### src/rtl/lrn_clause_gen_if.sv
// ---------------------------------------------------------------------------
// lrn_clause_gen_if
//   Literal stream between the learnt-clause generator and the downstream
//   clause store. It is a valid/ready handshake: a literal moves on a rising
//   clock edge where lit_valid_o and lit_ready_i are both high.
//
//   Parameter
//     IDX_W        width of a variable index, clog2(NUM_VARS) of the producer
//
//   Signals (named from the generator's point of view)
//     lit_valid_o  a literal is being offered
//     lit_ready_i  the clause store accepts the literal
//     lit_index_o  variable index of the literal
//     lit_sign_o   literal polarity, 1 = negative
//     lit_last_o   final literal of the clause
//
//   Modports
//     master  the generator (drives the literal, samples ready)
//     slave   the clause store (drives ready, samples the literal)
// ---------------------------------------------------------------------------
interface lrn_clause_gen_if #(
    parameter int IDX_W = 3
) ();
    logic             lit_valid_o;
    logic             lit_ready_i;
    logic [IDX_W-1:0] lit_index_o;
    logic             lit_sign_o;
    logic             lit_last_o;

    modport master (
        output lit_valid_o,
        output lit_index_o,
        output lit_sign_o,
        output lit_last_o,
        input  lit_ready_i
    );

    modport slave (
        input  lit_valid_o,
        input  lit_index_o,
        input  lit_sign_o,
        input  lit_last_o,
        output lit_ready_i
    );
endinterface

### src/rtl/lrn_clause_gen.sv
// ---------------------------------------------------------------------------
// lrn_clause_gen
//   Builds a learnt clause from the per-variable analysis state of a small
//   SAT engine window. On start_i (honoured only in IDLE) the variable
//   values, levels and current decision level are snapshotted. SCAN then
//   visits one variable per cycle (index 0 up to NUM_VARS-1) and, for every
//   marked variable (value[1:0] == 2'b11), records it, counts the clause
//   length and tracks the backtrack level. EMIT streams the marked literals
//   in ascending index order over a valid/ready interface with no bubbles
//   for unmarked variables, and DONE pulses done_o for one cycle.
//
//   Parameters
//     NUM_VARS     number of variables in the window            (default 8)
//     WIDTH_LVL    decision-level width                         (default 10)
//     WIDTH_C_LEN  clause-length width, clog2(NUM_VARS)+1        (default 4)
//
//   Ports
//     clk          clock, rising edge
//     rst          asynchronous, active-low reset
//     start_i      start pulse, snapshots var_value_i/var_lvl_i/cur_lvl_i
//     var_value_i  NUM_VARS x 3-bit value; bit 2 = literal sign,
//                  bits 1:0 == 2'b11 marks the variable; MSB slice = last var
//     var_lvl_i    NUM_VARS x WIDTH_LVL decision levels, same ordering
//     cur_lvl_i    current decision level
//     lit          literal stream (lrn_clause_gen_if.master)
//     clause_len_o learnt clause length, valid from scan end to next start
//     bkt_lvl_o    backtrack level, valid from scan end to next start
//     busy_o       high whenever the FSM is not IDLE
//     done_o       one-cycle completion pulse
//     err_o        non-asserting clause flag, pulses with done_o
//
//   Configuration
//     LRN_ASSERT_CHECK_EN  when defined, the scan also counts marked
//                          variables at the current level and err_o pulses
//                          with done_o unless exactly one was found (the
//                          empty clause included). When undefined, err_o is
//                          tied low and no counter is built.
// ---------------------------------------------------------------------------
module lrn_clause_gen #(
    parameter int NUM_VARS    = 8,
    parameter int WIDTH_LVL   = 10,
    parameter int WIDTH_C_LEN = 4
) (
    input  logic                          clk,
    input  logic                          rst,
    input  logic                          start_i,
    input  logic [NUM_VARS*3-1:0]         var_value_i,
    input  logic [NUM_VARS*WIDTH_LVL-1:0] var_lvl_i,
    input  logic [WIDTH_LVL-1:0]          cur_lvl_i,
    lrn_clause_gen_if.master              lit,
    output logic [WIDTH_C_LEN-1:0]        clause_len_o,
    output logic [WIDTH_LVL-1:0]          bkt_lvl_o,
    output logic                          busy_o,
    output logic                          done_o,
    output logic                          err_o
);

    localparam int IDX_W = $clog2(NUM_VARS);

    localparam logic [IDX_W-1:0]       LAST_IDX = IDX_W'(NUM_VARS - 1);
    localparam logic [WIDTH_C_LEN-1:0] LEN_MAX  = WIDTH_C_LEN'(NUM_VARS);
    localparam logic [WIDTH_C_LEN-1:0] LEN_ONE  = WIDTH_C_LEN'(1);

    typedef enum logic [1:0] {
        IDLE = 2'd0,
        SCAN = 2'd1,
        EMIT = 2'd2,
        DONE = 2'd3
    } state_t;

    state_t state_reg, state_next;

    // -----------------------------------------------------------------------
    // Snapshot of the inputs taken on the accepted start edge
    // -----------------------------------------------------------------------
    logic [NUM_VARS*3-1:0]         value_reg;
    logic [NUM_VARS*WIDTH_LVL-1:0] lvl_reg;
    logic [WIDTH_LVL-1:0]          cur_lvl_reg;

    // -----------------------------------------------------------------------
    // Scan / emit datapath
    // -----------------------------------------------------------------------
    logic [IDX_W-1:0]       scan_idx_reg;
    // Marked literals that have not yet been transferred. SCAN sets bits,
    // EMIT clears the lowest one on each transfer, so the lowest set bit is
    // always the literal on offer.
    logic [NUM_VARS-1:0]    pend_reg;
    logic [WIDTH_C_LEN-1:0] len_reg;
    logic [WIDTH_LVL-1:0]   bkt_reg;

    // Per-variable views of the snapshot
    logic [NUM_VARS-1:0]  mark_vec;
    logic [NUM_VARS-1:0]  sign_vec;
    logic [WIDTH_LVL-1:0] lvl_arr [NUM_VARS];

    generate
        for (genvar gi = 0; gi < NUM_VARS; gi++) begin : g_var
            assign mark_vec[gi] = value_reg[gi*3 + 1] & value_reg[gi*3];
            assign sign_vec[gi] = value_reg[gi*3 + 2];
            assign lvl_arr[gi]  = lvl_reg[gi*WIDTH_LVL +: WIDTH_LVL];
        end
    endgenerate

    // Variable under examination this SCAN cycle
    logic                 scan_mark;
    logic [WIDTH_LVL-1:0] scan_lvl;

    assign scan_mark = mark_vec[scan_idx_reg];
    assign scan_lvl  = lvl_arr[scan_idx_reg];

    // Lowest pending literal (priority encoder, low index wins)
    logic [IDX_W-1:0] pick_idx;

    always_comb begin
        pick_idx = '0;
        for (int i = NUM_VARS - 1; i >= 0; i--) begin
            if (pend_reg[i]) begin
                pick_idx = IDX_W'(i);
            end
        end
    end

    // Exactly one literal left: clearing the lowest set bit leaves nothing
    logic only_one;
    assign only_one = (pend_reg != '0) &&
                      ((pend_reg & (pend_reg - NUM_VARS'(1))) == '0);

    logic emit_xfer;
    assign emit_xfer = (state_reg == EMIT) && lit.lit_ready_i;

    // -----------------------------------------------------------------------
    // FSM: state register
    // -----------------------------------------------------------------------
    always_ff @(posedge clk or negedge rst) begin
        if (!rst) begin
            state_reg <= IDLE;
        end else begin
            state_reg <= state_next;
        end
    end

    // -----------------------------------------------------------------------
    // FSM: next state and outputs
    // -----------------------------------------------------------------------
    always_comb begin
        state_next      = state_reg;
        lit.lit_valid_o = 1'b0;
        lit.lit_index_o = '0;
        lit.lit_sign_o  = 1'b0;
        lit.lit_last_o  = 1'b0;
        busy_o          = 1'b1;
        done_o          = 1'b0;

        case (state_reg)
            IDLE: begin
                busy_o = 1'b0;
                if (start_i) begin
                    state_next = SCAN;
                end
            end

            SCAN: begin
                // The last variable's mark is not in len_reg yet, so it is
                // folded in here to decide whether anything will be emitted.
                if (scan_idx_reg == LAST_IDX) begin
                    if ((len_reg != '0) || scan_mark) begin
                        state_next = EMIT;
                    end else begin
                        state_next = DONE;
                    end
                end
            end

            EMIT: begin
                lit.lit_valid_o = 1'b1;
                lit.lit_index_o = pick_idx;
                lit.lit_sign_o  = sign_vec[pick_idx];
                lit.lit_last_o  = only_one;
                if (emit_xfer && only_one) begin
                    state_next = DONE;
                end
            end

            DONE: begin
                done_o     = 1'b1;
                state_next = IDLE;
            end

            default: begin
                state_next = IDLE;
            end
        endcase
    end

    // -----------------------------------------------------------------------
    // Snapshot, scan accumulators and pending-literal set
    // -----------------------------------------------------------------------
    always_ff @(posedge clk or negedge rst) begin
        if (!rst) begin
            value_reg    <= '0;
            lvl_reg      <= '0;
            cur_lvl_reg  <= '0;
            scan_idx_reg <= '0;
            pend_reg     <= '0;
            len_reg      <= '0;
            bkt_reg      <= '0;
        end else begin
            case (state_reg)
                IDLE: begin
                    if (start_i) begin
                        value_reg    <= var_value_i;
                        lvl_reg      <= var_lvl_i;
                        cur_lvl_reg  <= cur_lvl_i;
                        scan_idx_reg <= '0;
                        pend_reg     <= '0;
                        len_reg      <= '0;
                        bkt_reg      <= '0;
                    end
                end

                SCAN: begin
                    scan_idx_reg <= scan_idx_reg + IDX_W'(1);
                    if (scan_mark) begin
                        pend_reg[scan_idx_reg] <= 1'b1;
                        if (len_reg != LEN_MAX) begin
                            len_reg <= len_reg + LEN_ONE;
                        end
                        // Only levels strictly below the current level can
                        // be backtrack targets.
                        if ((scan_lvl < cur_lvl_reg) && (scan_lvl > bkt_reg)) begin
                            bkt_reg <= scan_lvl;
                        end
                    end
                end

                EMIT: begin
                    if (emit_xfer) begin
                        pend_reg[pick_idx] <= 1'b0;
                    end
                end

                default: begin
                end
            endcase
        end
    end

    assign clause_len_o = len_reg;
    assign bkt_lvl_o    = bkt_reg;

    // -----------------------------------------------------------------------
    // Asserting-clause check
    // -----------------------------------------------------------------------
`ifdef LRN_ASSERT_CHECK_EN
    // Marked variables at the current decision level. A proper learnt clause
    // has exactly one of them (the UIP literal).
    logic [WIDTH_C_LEN-1:0] asrt_cnt_reg;

    always_ff @(posedge clk or negedge rst) begin
        if (!rst) begin
            asrt_cnt_reg <= '0;
        end else begin
            if ((state_reg == IDLE) && start_i) begin
                asrt_cnt_reg <= '0;
            end else if ((state_reg == SCAN) && scan_mark &&
                         (scan_lvl == cur_lvl_reg) && (asrt_cnt_reg != LEN_MAX)) begin
                asrt_cnt_reg <= asrt_cnt_reg + LEN_ONE;
            end
        end
    end

    assign err_o = (state_reg == DONE) && (asrt_cnt_reg != LEN_ONE);
`else
    assign err_o = 1'b0;
`endif

endmodule
### src/flat_wrapper.sv
// flat-port wrapper written by rule: the top's interface ports become plain ports
module lrn_clause_gen_flat 
#(
    parameter int NUM_VARS    = 8,
    parameter int WIDTH_LVL   = 10,
    parameter int WIDTH_C_LEN = 4
)
  (clk, rst, start_i, var_value_i, var_lvl_i, cur_lvl_i, clause_len_o, bkt_lvl_o, busy_o, done_o, err_o, lit_lit_valid_o, lit_lit_index_o, lit_lit_sign_o, lit_lit_last_o, lit_lit_ready_i);
  lrn_clause_gen_if lit_i ();
  input  logic clk;
  input  logic rst;
  input  logic start_i;
  input  logic [NUM_VARS*3-1:0] var_value_i;
  input  logic [NUM_VARS*WIDTH_LVL-1:0] var_lvl_i;
  input  logic [WIDTH_LVL-1:0] cur_lvl_i;
  output logic [WIDTH_C_LEN-1:0] clause_len_o;
  output logic [WIDTH_LVL-1:0] bkt_lvl_o;
  output logic busy_o;
  output logic done_o;
  output logic err_o;
  output wire logic [$bits(lit_i.lit_valid_o)-1:0] lit_lit_valid_o;
  output wire logic [$bits(lit_i.lit_index_o)-1:0] lit_lit_index_o;
  output wire logic [$bits(lit_i.lit_sign_o)-1:0] lit_lit_sign_o;
  output wire logic [$bits(lit_i.lit_last_o)-1:0] lit_lit_last_o;
  input wire logic [$bits(lit_i.lit_ready_i)-1:0] lit_lit_ready_i;
  assign lit_lit_valid_o = lit_i.lit_valid_o;
  assign lit_lit_index_o = lit_i.lit_index_o;
  assign lit_lit_sign_o = lit_i.lit_sign_o;
  assign lit_lit_last_o = lit_i.lit_last_o;
  assign lit_i.lit_ready_i = lit_lit_ready_i;
  lrn_clause_gen #(.NUM_VARS(NUM_VARS), .WIDTH_LVL(WIDTH_LVL), .WIDTH_C_LEN(WIDTH_C_LEN)) u_core (.clk(clk), .rst(rst), .start_i(start_i), .var_value_i(var_value_i), .var_lvl_i(var_lvl_i), .cur_lvl_i(cur_lvl_i), .lit(lit_i), .clause_len_o(clause_len_o), .bkt_lvl_o(bkt_lvl_o), .busy_o(busy_o), .done_o(done_o), .err_o(err_o));
endmodule
### config.mk
export PLATFORM = sky130hd
export DESIGN_NAME = lrn_clause_gen_flat
export DESIGN_NICKNAME = d
export VERILOG_FILES = /design/src/rtl/lrn_clause_gen_if.sv /design/src/rtl/lrn_clause_gen.sv /design/src/flat_wrapper.sv
export SDC_FILE = /design/constraint.sdc
export NUM_CORES = 1
export LEC_CHECK = 0
export BUFFER_PORTS_ARGS = -buffer_cell sky130_fd_sc_hd__buf_2
export CAP_MARGIN = 20
export CELL_PAD_IN_SITES_DETAIL_PLACEMENT = 0
export CELL_PAD_IN_SITES_GLOBAL_PLACEMENT = 2
export CORE_MARGIN = 2
export CORE_UTILIZATION = 36
export CTS_CLUSTER_SIZE = 40
export DETAILED_ROUTE_END_ITERATION = 7
export GPL_TIMING_DRIVEN = 1
export HOLD_SLACK_MARGIN = 0.15
export PLACE_DENSITY_LB_ADDON = 0.1
export SYNTH_ARGS = -nofsm -noshare
export SYNTH_HDL_FRONTEND = slang
export SYNTH_SLANG_ARGS = --single-unit
### constraint.sdc
create_clock -name clk -period 3.5 [get_ports clk]
set_input_delay 0.175 -clock clk [delete_from_list [all_inputs] [get_ports clk]]
set_output_delay 0.175 -clock clk [all_outputs]
set_load 0.01 [all_outputs]
==> impl_metrics.prom, run 1 <==
# TYPE chip_impl_metric gauge
chip_impl_info{name="run_status",value="complete, no violations"} 1
chip_impl_metric{name="path_max_fanout",unit=""} 21
chip_impl_metric{name="async_flop_share",unit="%"} 100
chip_impl_metric{name="fin_crit",unit="ns"} 3.32
chip_impl_metric{name="holdWs",unit="ns"} 0.394
chip_impl_metric{name="final-setup-viol-count",unit=""} 0
chip_impl_info{name="hold_class",value="in2reg"} 1
chip_impl_metric{name="global_route_wire_length_before_repair",unit="mm"} 32.0
chip_impl_metric{name="syn_area_cell",unit="um^2"} 11.8
chip_impl_metric{name="p_leak",unit="nW"} 4.53
chip_impl_metric{name="max-vdd-ir-drop",unit="uV"} 402
chip_impl_metric{name="cts-buffers-inserted",unit=""} 17
chip_impl_metric{name="grt_usage",unit="%"} 19.2
chip_impl_metric{name="utilization",unit="%"} 51.2
chip_impl_info{name="worstPathCellList",value="buf_12 -> mux2_2 -> a22o_1 -> a221o_1 -> ha_1 -> nand4_1 -> a211oi_1 -> a2111o_1 -> o211ai_2 -> nor3_4 -> buf_12 -> a221o_1"} 1
chip_impl_metric{name="largest_register_ffs",unit=""} 80
chip_impl_metric{name="design.portCount",unit=""} 141
chip_impl_metric{name="drive_above_1_share",unit="%"} 37.5
chip_impl_metric{name="syn_nets",unit=""} 762
chip_impl_metric{name="max-clock-path-buffers",unit=""} 2
chip_impl_metric{name="fin_setup_tns",unit="ns"} 0
chip_impl_metric{name="drtAntennaViolNets",unit=""} 0
chip_impl_metric{name="synth_warnings",unit=""} 0
chip_impl_metric{name="area_delta_synth_final",unit="%"} 38.4
chip_impl_metric{name="synth-seq-area-share",unit="%"} 48.6
chip_impl_metric{name="dieArea",unit="mm^2"} 0.0213
chip_impl_metric{name="rows",unit=""} 51
chip_impl_metric{name="synth_cells",unit=""} 617
chip_impl_metric{name="h-tree-depth",unit=""} 4
chip_impl_metric{name="dr.first_iter.drc_count",unit=""} 209
chip_impl_metric{name="postPlaceCellArea",unit="mm^2"} 0.00831
chip_impl_metric{name="clk_pin_slew_worst_paths",unit="ns"} 0.07
chip_impl_metric{name="clock_latency_on_the_worst_skew_pair",unit="ns"} 0.43
chip_impl_metric{name="via_count_of_the_first_global_routing_pass",unit=""} 5990
chip_impl_metric{name="ant_diodes",unit=""} 0
chip_impl_metric{name="routed_wire_length_per_instance",unit="um"} 17.4
chip_impl_metric{name="max-cap-violations",unit=""} 0
chip_impl_metric{name="final.setup_skew",unit="ns"} 0.0108
chip_impl_metric{name="final-hold-violation-count",unit=""} 0
chip_impl_metric{name="critical-path-max-stage-delay",unit="ns"} 0.42
chip_impl_metric{name="port-buffer-count",unit=""} 139
chip_impl_metric{name="grt_max_degree",unit=""} 93
chip_impl_metric{name="design_power_total",unit="mW"} 8.45
chip_impl_info{name="clock_tree.root_cell",value="clkbuf_16"} 1
chip_impl_metric{name="path_buf_inv",unit=""} 2
chip_impl_metric{name="clock_sink_count",unit=""} 141
chip_impl_info{name="cpLargestDelayFamily",value="compound AO/OA/AOI/OAI gates"} 1
chip_impl_metric{name="chipWidth",unit="um"} 146
chip_impl_metric{name="initial_core_util",unit="%"} 37.0
chip_impl_info{name="rsz0062_at_grt",value="no"} 1
chip_impl_info{name="tritoncts",value="done"} 1
chip_impl_metric{name="die_height",unit="um"} 146
chip_impl_info{name="most-common-layout-cells",value="dfrtp_1, buf_2, mux2_2, dlygate4sd3_1, inv_1"} 1
chip_impl_metric{name="post-route-period-util",unit="%"} 94.9
chip_impl_metric{name="slew_violations",unit=""} 0
chip_impl_info{name="dominantRegCellSynth",value="dfrtp_1"} 1
chip_impl_metric{name="total_standard_cell_area_after_synthesis",unit="mm^2"} 0.00727
chip_impl_metric{name="drt_first_pass_iters",unit=""} 4
chip_impl_metric{name="design_area",unit="mm^2"} 0.0101
chip_impl_metric{name="number_of_antenna_violations_at_the_first_check_in_global_routing",unit=""} 0
chip_impl_metric{name="via_per_inst",unit=""} 5.01
chip_impl_info{name="critical-path-slowest-cell",value="dfrtp_1"} 1
chip_impl_metric{name="gp_congestion",unit=""} 0.772
chip_impl_metric{name="number_of_nets_in_the_final_layout",unit=""} 1013
chip_impl_metric{name="relative_slew_slack",unit="%"} 33.6
chip_impl_info{name="path_class",value="reg2reg"} 1
chip_impl_metric{name="synth.ff_latch_count",unit=""} 141
chip_impl_info{name="setup.worst_path.start_class",value="flop"} 1
chip_impl_metric{name="power_density",unit="mW/mm^2"} 840
chip_impl_metric{name="number_of_enable_type_register_cells_in_the_synthesized_netlist",unit=""} 0
chip_impl_metric{name="critPathRequiredTime",unit="ns"} 3.80
chip_impl_metric{name="totalWireLength",unit="mm"} 19.9
chip_impl_metric{name="grt_overflow_total",unit=""} 0
chip_impl_metric{name="netlist-cell-type-count",unit=""} 65
chip_impl_metric{name="post-dp-hpwl",unit="mm"} 14.1
chip_impl_metric{name="dr_total_vias",unit=""} 5745
chip_impl_metric{name="tightest_slew",unit="ns"} 0.995
chip_impl_metric{name="design.core.area",unit="mm^2"} 0.0197
chip_impl_info{name="final_common_cell",value="dfrtp_1"} 1
chip_impl_info{name="worstSetupEndpointType",value="flop"} 1
chip_impl_metric{name="route.detailed.drc",unit=""} 0
chip_impl_metric{name="critPathArrivalTime",unit="ns"} 3.62
chip_impl_metric{name="timing.fmax",unit="MHz"} 301
## Yosys cell counts, drive strengths merged (4+ instances only)
library cell / count / area (um^2)
ha: 27 / 338
o211a: 4 / 40.0
mux2: 124 / 1400
a21oi: 26 / 130
nor2: 29 / 109
nor2b: 5 / 31.3
nor3: 16 / 103
inv: 32 / 120
or4: 4 / 33.8
nand3: 12 / 60.1
dfrtp: 141 / 3530
buf: 26 / 134
a221oi: 4 / 52.6
a31oi: 9 / 56.3
clkbuf: 12 / 45.0
nand2: 26 / 97.6
mux2i: 17 / 170
a221o: 11 / 110
a211oi: 7 / 57.6
o21ai: 28 / 140
a22o: 5 / 43.8
nand4: 5 / 31.3
## routing by layer
metal / part of all wire (%) / track usage (%) / up-vias
met3: 2.7 / 3.69 / 22
met2: 50 / 32.0 / 105
met4: 1.5 / 5.87 / 0
met5: 0 / 0 / -
li1: - / - / 2772
met1: 46 / 25.4 / 2846
## worst register-to-register path: cells and delay by family, from the launching register on
kind	cells	cell delay [ns]
simple gates	2	0.21
fa+ha+maj	1	0.32
flops	1	0.42
compound gates	6	1.55
buf+inv	2	0.34
mux	1	0.35
## power by group
part	internal, mW	switching, mW	total [mW]
logic	1.85	1.97	3.82
registers	2.40	0.450	2.85
clock network	1.00	0.782	1.79
## repair_timing
item / in CTS / in global routing
gates resized for setup: 0 / 1
hold buffers: 115 / 0
hold endpoints to repair: 205 / 0
setup endpoints to repair: 0 / 10
buffers inserted: 0 / 1
## final timing paths
path / to / cells past startpoint / slack [ns] / from
max: u_core.bkt_lvl_o[5] / 12 / 0.18 / u_core.scan_idx_reg[1]
min: u_core.lvl_reg[68] / 3 / 0.39 / start_i
max reg2reg: u_core.bkt_lvl_o[5] / 12 / 0.18 / u_core.scan_idx_reg[1]
min reg2reg: u_core.lvl_reg[40] / 1 / 0.51 / u_core.lvl_reg[40]
max in group asynchronous: u_core.value_reg[22] / 3 / 2.27 / rst
min in group asynchronous: u_core.clause_len_o[2] / 2 / 0.42 / rst
## kinds of logic (layout without fill, tap and decap cells)
family,count (synthesis),count (layout),share of synthesized area [%]
mux,144,144,22.5
flops,141,141,48.6
compound gates,118,118,11.8
simple gates,113,113,8.06
buf+inv,71,335,4.17
fa+ha+maj,28,28,4.79
other cells,1,1,0.0516
xor+xnor,1,1,0.121
## per-stage QoR
step,std cells,setup WS [ns]
after CTS,1145,0.189
after floorplan,617,0.340
after global routing,1146,0.0171
final,1146,0.180
after detailed placement,998,0.179
after global placement,998,0.248
## area by class of cell
cell class,count,area (um^2)
Multi-Input combinational cell,405,3440
Fill cell,1783,9600
Sequential cell,141,3530
Inverter,33,124
Tap cell,265,332
Clock inverter,15,156
Clock buffer,17,425
Timing Repair Buffer,270,2050
No activity file was read; power rests on OpenSTA's default activity.
==> run 2: changes to the inputs <==
--- a/config.mk
+++ b/config.mk
@@ -16,6 +16,8 @@
 export GPL_TIMING_DRIVEN = 1
 export HOLD_SLACK_MARGIN = 0.15
 export PLACE_DENSITY_LB_ADDON = 0.1
+export REMOVE_ABC_BUFFERS = 1
+export SKIP_LAST_GASP = 1
 export SYNTH_ARGS = -nofsm -noshare
 export SYNTH_HDL_FRONTEND = slang
 export SYNTH_SLANG_ARGS = --single-unit
==> impl_metrics.prom, run 2 (synthesized netlist as in run 1, its figures left out) <==
# TYPE chip_impl_metric gauge
chip_impl_info{name="run_status",value="complete, no violations"} 1
chip_impl_metric{name="number_of_antenna_violations_at_the_first_check_in_global_routing",unit=""} 0
chip_impl_info{name="final_common_cell",value="dfrtp_1"} 1
chip_impl_metric{name="drtAntennaViolNets",unit=""} 0
chip_impl_metric{name="initial_core_util",unit="%"} 37.0
chip_impl_metric{name="h-tree-depth",unit=""} 4
chip_impl_metric{name="post-dp-hpwl",unit="mm"} 13.4
chip_impl_info{name="clock_tree.root_cell",value="clkbuf_16"} 1
chip_impl_metric{name="power_density",unit="mW/mm^2"} 839
chip_impl_metric{name="number_of_nets_in_the_final_layout",unit=""} 1015
chip_impl_metric{name="utilization",unit="%"} 51.3
chip_impl_metric{name="die_height",unit="um"} 146
chip_impl_metric{name="max-cap-violations",unit=""} 0
chip_impl_info{name="critical-path-slowest-cell",value="a2111o_1"} 1
chip_impl_metric{name="fin_setup_tns",unit="ns"} 0
chip_impl_info{name="setup.worst_path.start_class",value="flop"} 1
chip_impl_metric{name="routed_wire_length_per_instance",unit="um"} 16.7
chip_impl_metric{name="drt_first_pass_iters",unit=""} 4
chip_impl_metric{name="via_count_of_the_first_global_routing_pass",unit=""} 6219
chip_impl_info{name="tritoncts",value="done"} 1
chip_impl_metric{name="post-route-period-util",unit="%"} 94.8
chip_impl_metric{name="global_route_wire_length_before_repair",unit="mm"} 31.3
chip_impl_metric{name="cts-buffers-inserted",unit=""} 17
chip_impl_metric{name="gp_congestion",unit=""} 0.783
chip_impl_metric{name="ant_diodes",unit=""} 0
chip_impl_metric{name="regArea",unit="mm^2"} 0.00353
chip_impl_info{name="worstSetupEndpointType",value="flop"} 1
chip_impl_metric{name="max-clock-path-buffers",unit=""} 2
chip_impl_metric{name="via_per_inst",unit=""} 5.00
chip_impl_info{name="most-common-layout-cells",value="dfrtp_1, buf_2, mux2_2, dlygate4sd3_1, inv_1"} 1
chip_impl_metric{name="critPathArrivalTime",unit="ns"} 3.61
chip_impl_metric{name="path_max_fanout",unit=""} 24
chip_impl_metric{name="clk_pin_slew_worst_paths",unit="ns"} 0.06
chip_impl_metric{name="final-setup-viol-count",unit=""} 0
chip_impl_metric{name="dieArea",unit="mm^2"} 0.0213
chip_impl_info{name="hold_class",value="in2async"} 1
chip_impl_metric{name="final-hold-violation-count",unit=""} 0
chip_impl_metric{name="r2r_worst_path_depth",unit=""} 12
chip_impl_metric{name="worst-r2r-setup-slack",unit="ns"} 0.18
chip_impl_metric{name="clock_latency_on_the_worst_skew_pair",unit="ns"} 0.42
chip_impl_metric{name="filler_cell_count",unit=""} 1807
chip_impl_metric{name="final.setup_skew",unit="ns"} 0.00787
chip_impl_metric{name="grt_max_degree",unit=""} 108
chip_impl_metric{name="critical-path-max-stage-delay",unit="ns"} 0.42
chip_impl_info{name="cpLargestDelayFamily",value="compound AO/OA/AOI/OAI gates"} 1
chip_impl_metric{name="design_area",unit="mm^2"} 0.0101
chip_impl_metric{name="dr_total_vias",unit=""} 5735
chip_impl_metric{name="slew_violations",unit=""} 0
chip_impl_metric{name="drive_above_1_share",unit="%"} 37.7
chip_impl_metric{name="port-buffer-count",unit=""} 139
chip_impl_info{name="worst_path_most_repeated_cell",value="a221o_1"} 1
chip_impl_metric{name="relative_slew_slack",unit="%"} 37.7
chip_impl_metric{name="fin_crit",unit="ns"} 3.32
chip_impl_metric{name="area_delta_synth_final",unit="%"} 38.7
chip_impl_metric{name="route.detailed.drc",unit=""} 0
chip_impl_info{name="rsz0062_at_grt",value="no"} 1
chip_impl_metric{name="largest_register_ffs",unit=""} 80
chip_impl_metric{name="tightest_slew",unit="ns"} 0.933
chip_impl_info{name="r2r_start",value="u_core.scan_idx_reg[1]"} 1
chip_impl_metric{name="rows",unit=""} 51
chip_impl_metric{name="design.portCount",unit=""} 141
chip_impl_metric{name="postPlaceCellArea",unit="mm^2"} 0.00828
chip_impl_metric{name="max-vdd-ir-drop",unit="uV"} 372
chip_impl_metric{name="design.core.area",unit="mm^2"} 0.0197
chip_impl_metric{name="grt_usage",unit="%"} 18.3
chip_impl_metric{name="timing.fmax",unit="MHz"} 301
chip_impl_metric{name="dr.first_iter.drc_count",unit=""} 250
chip_impl_metric{name="numPlacedInstances",unit=""} 998
chip_impl_metric{name="critPathRequiredTime",unit="ns"} 3.79
chip_impl_info{name="path_class",value="reg2reg"} 1
chip_impl_metric{name="chipWidth",unit="um"} 146
chip_impl_info{name="worstReg2RegEnd",value="u_core.bkt_lvl_o[5]"} 1
chip_impl_metric{name="totalWireLength",unit="mm"} 19.1
chip_impl_metric{name="path_buf_inv",unit=""} 2
chip_impl_metric{name="clock_sink_count",unit=""} 141
chip_impl_info{name="worstPathCellList",value="buf_12 -> mux2_2 -> a22o_1 -> a221o_1 -> ha_1 -> nand4_1 -> a211oi_1 -> a2111o_1 -> o211ai_2 -> nor3_4 -> buf_4 -> a221o_1"} 1
chip_impl_metric{name="finalNonFillerCells",unit=""} 1148
chip_impl_metric{name="p_leak",unit="nW"} 4.56
chip_impl_metric{name="multi_input_area",unit="mm^2"} 0.00344
chip_impl_metric{name="grt_overflow_total",unit=""} 0
run 2: cell count changes in the layout (fill, tap and decap cells not counted), moves of 2 or more:
| cell | before | now |
|---|---|---|
| buf_12 | 6 | 3 |
| buf_4 | 10 | 13 |
| clkinvlp_4 | 5 | 1 |
| inv_6 | 3 | 8 |
| inv_8 | 4 | 2 |
run 2: timing repair:
action	4_1_cts	5_1_grt
hold buffers	115	0
endpoints found under the hold margin	219	0
resized for setup	0	4
setup buffers	0	2
endpoints found under the setup margin	0	10
run 2: worst max path at each step:
stage	startpoint	end	cells past startpoint
after global placement	u_core.scan_idx_reg[1]	u_core.bkt_lvl_o[9]	11
final	u_core.scan_idx_reg[1]	u_core.bkt_lvl_o[5]	12
after CTS	u_core.scan_idx_reg[1]	u_core.bkt_lvl_o[5]	11
after floorplan	u_core.state_reg[0]	u_core.cur_lvl_reg[0]	4
after detailed placement	u_core.scan_idx_reg[1]	u_core.bkt_lvl_o[5]	11
after global routing	u_core.scan_idx_reg[2]	u_core.bkt_lvl_o[5]	12
run 2: cell type report:
type	instances	share of cell area [%]
sequential	141	35.0
timing repair buffer	272	20.3
clock inverter	15	1.73
inverter	33	1.23
clock buffer	17	4.22
multi-input combinational	405	34.2
tap	265	3.29
run 2: where the power goes:
group | leakage, nW | switching, mW | internal, mW
Clock | 0.294 | 0.770 | 1.08
Sequential | 1.71 | 0.437 | 2.40
Combinational | 2.56 | 1.93 | 1.84
run 2: per-layer routing:
metal | track usage, % | wire length [um]
met1 | 22.7 | 8670
met2 | 32.5 | 9620
met3 | 4.22 | 692
met4 | 4.03 | 129
met5 | 0 | 0
run 2: metrics by stage:
step	power [mW]	worst slack, ns	hold slack (ns)
6_report	8.46	0.182	0.179
5_1_grt	9.12	0.00657	0.183
4_1_cts	8.52	0.129	0.350
3_5_place_dp	6.54	0.173	0.396
3_3_place_gp	6.42	0.281	0.381
2_1_floorplan	5.47	-0.201	-0.121
==> run 3: changes to the inputs <==
--- a/config.mk
+++ b/config.mk
@@ -7,15 +7,13 @@
 export LEC_CHECK = 0
 export BUFFER_PORTS_ARGS = -buffer_cell sky130_fd_sc_hd__buf_2
 export CAP_MARGIN = 20
-export CELL_PAD_IN_SITES_DETAIL_PLACEMENT = 0
-export CELL_PAD_IN_SITES_GLOBAL_PLACEMENT = 2
 export CORE_MARGIN = 2
-export CORE_UTILIZATION = 36
+export CORE_UTILIZATION = 45
 export CTS_CLUSTER_SIZE = 40
 export DETAILED_ROUTE_END_ITERATION = 7
 export GPL_TIMING_DRIVEN = 1
 export HOLD_SLACK_MARGIN = 0.15
-export PLACE_DENSITY_LB_ADDON = 0.1
+export PLACE_DENSITY = 0.67
 export REMOVE_ABC_BUFFERS = 1
 export SKIP_LAST_GASP = 1
 export SYNTH_ARGS = -nofsm -noshare
==> impl_metrics.prom, run 3 (synthesized netlist as in run 1, its figures left out) <==
# TYPE chip_impl_metric gauge
chip_impl_info{name="run_status",value="complete, no violations"} 1
chip_impl_metric{name="max-clock-path-buffers",unit=""} 2
chip_impl_metric{name="cts-buffers-inserted",unit=""} 17
chip_impl_metric{name="numPlacedInstances",unit=""} 949
chip_impl_metric{name="gp_congestion",unit=""} 0.872
chip_impl_info{name="worstPathCellList",value="buf_4 -> mux2i_1 -> o21ai_0 -> a221o_1 -> ha_1 -> nand4_1 -> a211oi_1 -> a2111o_1 -> o211ai_2 -> nor3_4 -> buf_12 -> a221o_1"} 1
chip_impl_info{name="worst_path_most_repeated_cell",value="a221o_1"} 1
chip_impl_metric{name="design_area",unit="mm^2"} 0.0101
chip_impl_metric{name="rows",unit=""} 46
chip_impl_metric{name="postPlaceCellArea",unit="mm^2"} 0.00822
chip_impl_metric{name="max-cap-violations",unit=""} 0
chip_impl_metric{name="filler_cell_count",unit=""} 1250
chip_impl_metric{name="grt_overflow_total",unit=""} 0
chip_impl_metric{name="via_count_of_the_first_global_routing_pass",unit=""} 6019
chip_impl_metric{name="path_max_fanout",unit=""} 14
chip_impl_info{name="setup.worst_path.start_class",value="flop"} 1
chip_impl_metric{name="global_route_wire_length_before_repair",unit="mm"} 29.8
chip_impl_metric{name="clock_sink_count",unit=""} 141
chip_impl_metric{name="die_height",unit="um"} 131
chip_impl_metric{name="area_delta_synth_final",unit="%"} 38.6
chip_impl_metric{name="final-setup-viol-count",unit=""} 0
chip_impl_info{name="clock_tree.root_cell",value="clkbuf_16"} 1
chip_impl_metric{name="critPathArrivalTime",unit="ns"} 3.59
chip_impl_metric{name="ant_diodes",unit=""} 0
chip_impl_metric{name="critical-path-max-stage-delay",unit="ns"} 0.47
chip_impl_metric{name="h-tree-depth",unit=""} 4
chip_impl_metric{name="via_per_inst",unit=""} 5.31
chip_impl_metric{name="design.portCount",unit=""} 141
chip_impl_metric{name="clk_pin_slew_worst_paths",unit="ns"} 0.06
chip_impl_metric{name="drt_first_pass_iters",unit=""} 4
chip_impl_metric{name="fin_crit",unit="ns"} 3.29
chip_impl_info{name="rsz0062_at_grt",value="no"} 1
chip_impl_metric{name="grt_max_degree",unit=""} 112
chip_impl_metric{name="number_of_antenna_violations_at_the_first_check_in_global_routing",unit=""} 0
chip_impl_metric{name="chipWidth",unit="um"} 131
chip_impl_metric{name="final_worst_slack",unit="ns"} 0.210
chip_impl_metric{name="dr.first_iter.drc_count",unit=""} 363
chip_impl_metric{name="number_of_nets_in_the_final_layout",unit=""} 1014
chip_impl_metric{name="routed_wire_length_per_instance",unit="um"} 17.0
chip_impl_info{name="most-common-layout-cells",value="dfrtp_1, buf_2, mux2_2, dlygate4sd3_1, inv_1"} 1
chip_impl_info{name="hold_class",value="in2async"} 1
chip_impl_metric{name="holdWs",unit="ns"} 0.151
chip_impl_info{name="critical-path-slowest-cell",value="dfrtp_1"} 1
chip_impl_metric{name="final.setup_skew",unit="ns"} 0.00641
chip_impl_metric{name="post-route-period-util",unit="%"} 94.0
chip_impl_metric{name="design.core.area",unit="mm^2"} 0.0158
chip_impl_metric{name="drtAntennaViolNets",unit=""} 0
chip_impl_metric{name="clock_latency_on_the_worst_skew_pair",unit="ns"} 0.42
chip_impl_metric{name="drive_above_1_share",unit="%"} 37.5
chip_impl_metric{name="grt_usage",unit="%"} 22.6
chip_impl_info{name="cp-startpoint",value="u_core.scan_idx_reg[2]"} 1
chip_impl_metric{name="timing.fmax",unit="MHz"} 304
chip_impl_metric{name="tightest_slew",unit="ns"} 0.910
chip_impl_metric{name="final-hold-violation-count",unit=""} 0
chip_impl_metric{name="slew_violations",unit=""} 0
chip_impl_info{name="worstReg2RegEnd",value="u_core.bkt_lvl_o[8]"} 1
chip_impl_metric{name="worst-r2r-setup-slack",unit="ns"} 0.21
chip_impl_metric{name="fin_setup_tns",unit="ns"} 0
chip_impl_metric{name="dr_total_vias",unit=""} 5832
chip_impl_metric{name="totalWireLength",unit="mm"} 18.6
chip_impl_metric{name="dieArea",unit="mm^2"} 0.0172
chip_impl_metric{name="max-vdd-ir-drop",unit="uV"} 470
chip_impl_metric{name="r2r_worst_path_depth",unit=""} 12
chip_impl_info{name="worstSetupEndpointType",value="flop"} 1
chip_impl_metric{name="initial_core_util",unit="%"} 45.9
chip_impl_metric{name="p_leak",unit="nW"} 4.58
chip_impl_metric{name="route.detailed.drc",unit=""} 0
chip_impl_metric{name="largest_register_ffs",unit=""} 80
chip_impl_info{name="final_common_cell",value="dfrtp_1"} 1
chip_impl_metric{name="critPathRequiredTime",unit="ns"} 3.80
chip_impl_metric{name="pre_cts_slack",unit="ns"} 0.175
chip_impl_metric{name="finalNonFillerCells",unit=""} 1098
chip_impl_info{name="tritoncts",value="done"} 1
chip_impl_metric{name="port-buffer-count",unit=""} 139
chip_impl_metric{name="power_density",unit="mW/mm^2"} 858
chip_impl_metric{name="relative_slew_slack",unit="%"} 39.2
chip_impl_metric{name="post-dp-hpwl",unit="mm"} 12.5
chip_impl_info{name="r2r_start",value="u_core.scan_idx_reg[2]"} 1
chip_impl_info{name="path_class",value="reg2reg"} 1
run 3: cell types whose count changed in the layout (fill, tap and decap cells not counted), sizes merged:
cell      before  now
bufinv         2    5
clkbuf        17   21
inv           42   32
buf          157  156
clkinvlp       1    2
clkinv         3    5
run 3: what timing repair did:
action,CTS,global route
endpoints found under the hold margin,223,0
setup buffers,0,1
hold buffers,115,0
endpoints found under the setup margin,0,9
resized for setup,0,3
run 3: how the worst max path moves through the flow:
stage                                       end  slack [ns]  cells after the start
after floorplan           u_core.cur_lvl_reg[0]       -0.20                      4
final                       u_core.bkt_lvl_o[8]        0.21                     12
after global placement      u_core.bkt_lvl_o[8]        0.31                     11
after detailed placement    u_core.bkt_lvl_o[5]        0.18                     11
after CTS                   u_core.bkt_lvl_o[8]        0.16                     11
after global routing        u_core.bkt_lvl_o[5]       0.006                     14
run 3: power breakdown:
group | switching (mW) | leakage, nW | internal, mW | total, mW
sequential | 0.470 | 1.71 | 2.40 | 2.87
combinational | 1.93 | 2.56 | 1.86 | 3.79
clock | 0.682 | 0.313 | 1.30 | 1.98
run 3: cell type report:
type / count / area (um^2) / share of cell area, %
Tap cell: 216 / 270 / 2.68
Sequential cell: 141 / 3530 / 35.0
Multi-Input combinational cell: 405 / 3450 / 34.2
Timing Repair Buffer: 271 / 2050 / 20.4
Clock buffer: 21 / 460 / 4.57
Inverter: 33 / 124 / 1.23
Clock inverter: 11 / 189 / 1.88
run 3: layer usage:
metal,wire length (um),up-vias,track usage (%),share of wire (%)
li1,-,2761,-,-
met1,7730,2862,28.0,41
met2,9430,172,39.5,51
met3,1080,37,4.79,5.8
met4,406,0,7.76,2.2
met5,0,-,0,0
run 3: stage by stage:
stage | util (%) | total power [mW]
2_1_floorplan | - | 5.47
3_3_place_gp | 51.9 | 6.30
3_5_place_dp | 51.9 | 6.50
4_1_cts | 63.3 | 8.60
5_1_grt | 63.6 | 9.23
6_report | 63.6 | 8.64
run 3: critical path, delay by kind of cell (launching register included):
family,cells,cell delay (ns)
AOI/OAI and AO/OA,6,1.48
and+or+nand+nor,2,0.23
DFF,1,0.47
adders and majority gates,1,0.32
buffers and inverters,2,0.43
muxes,1,0.21
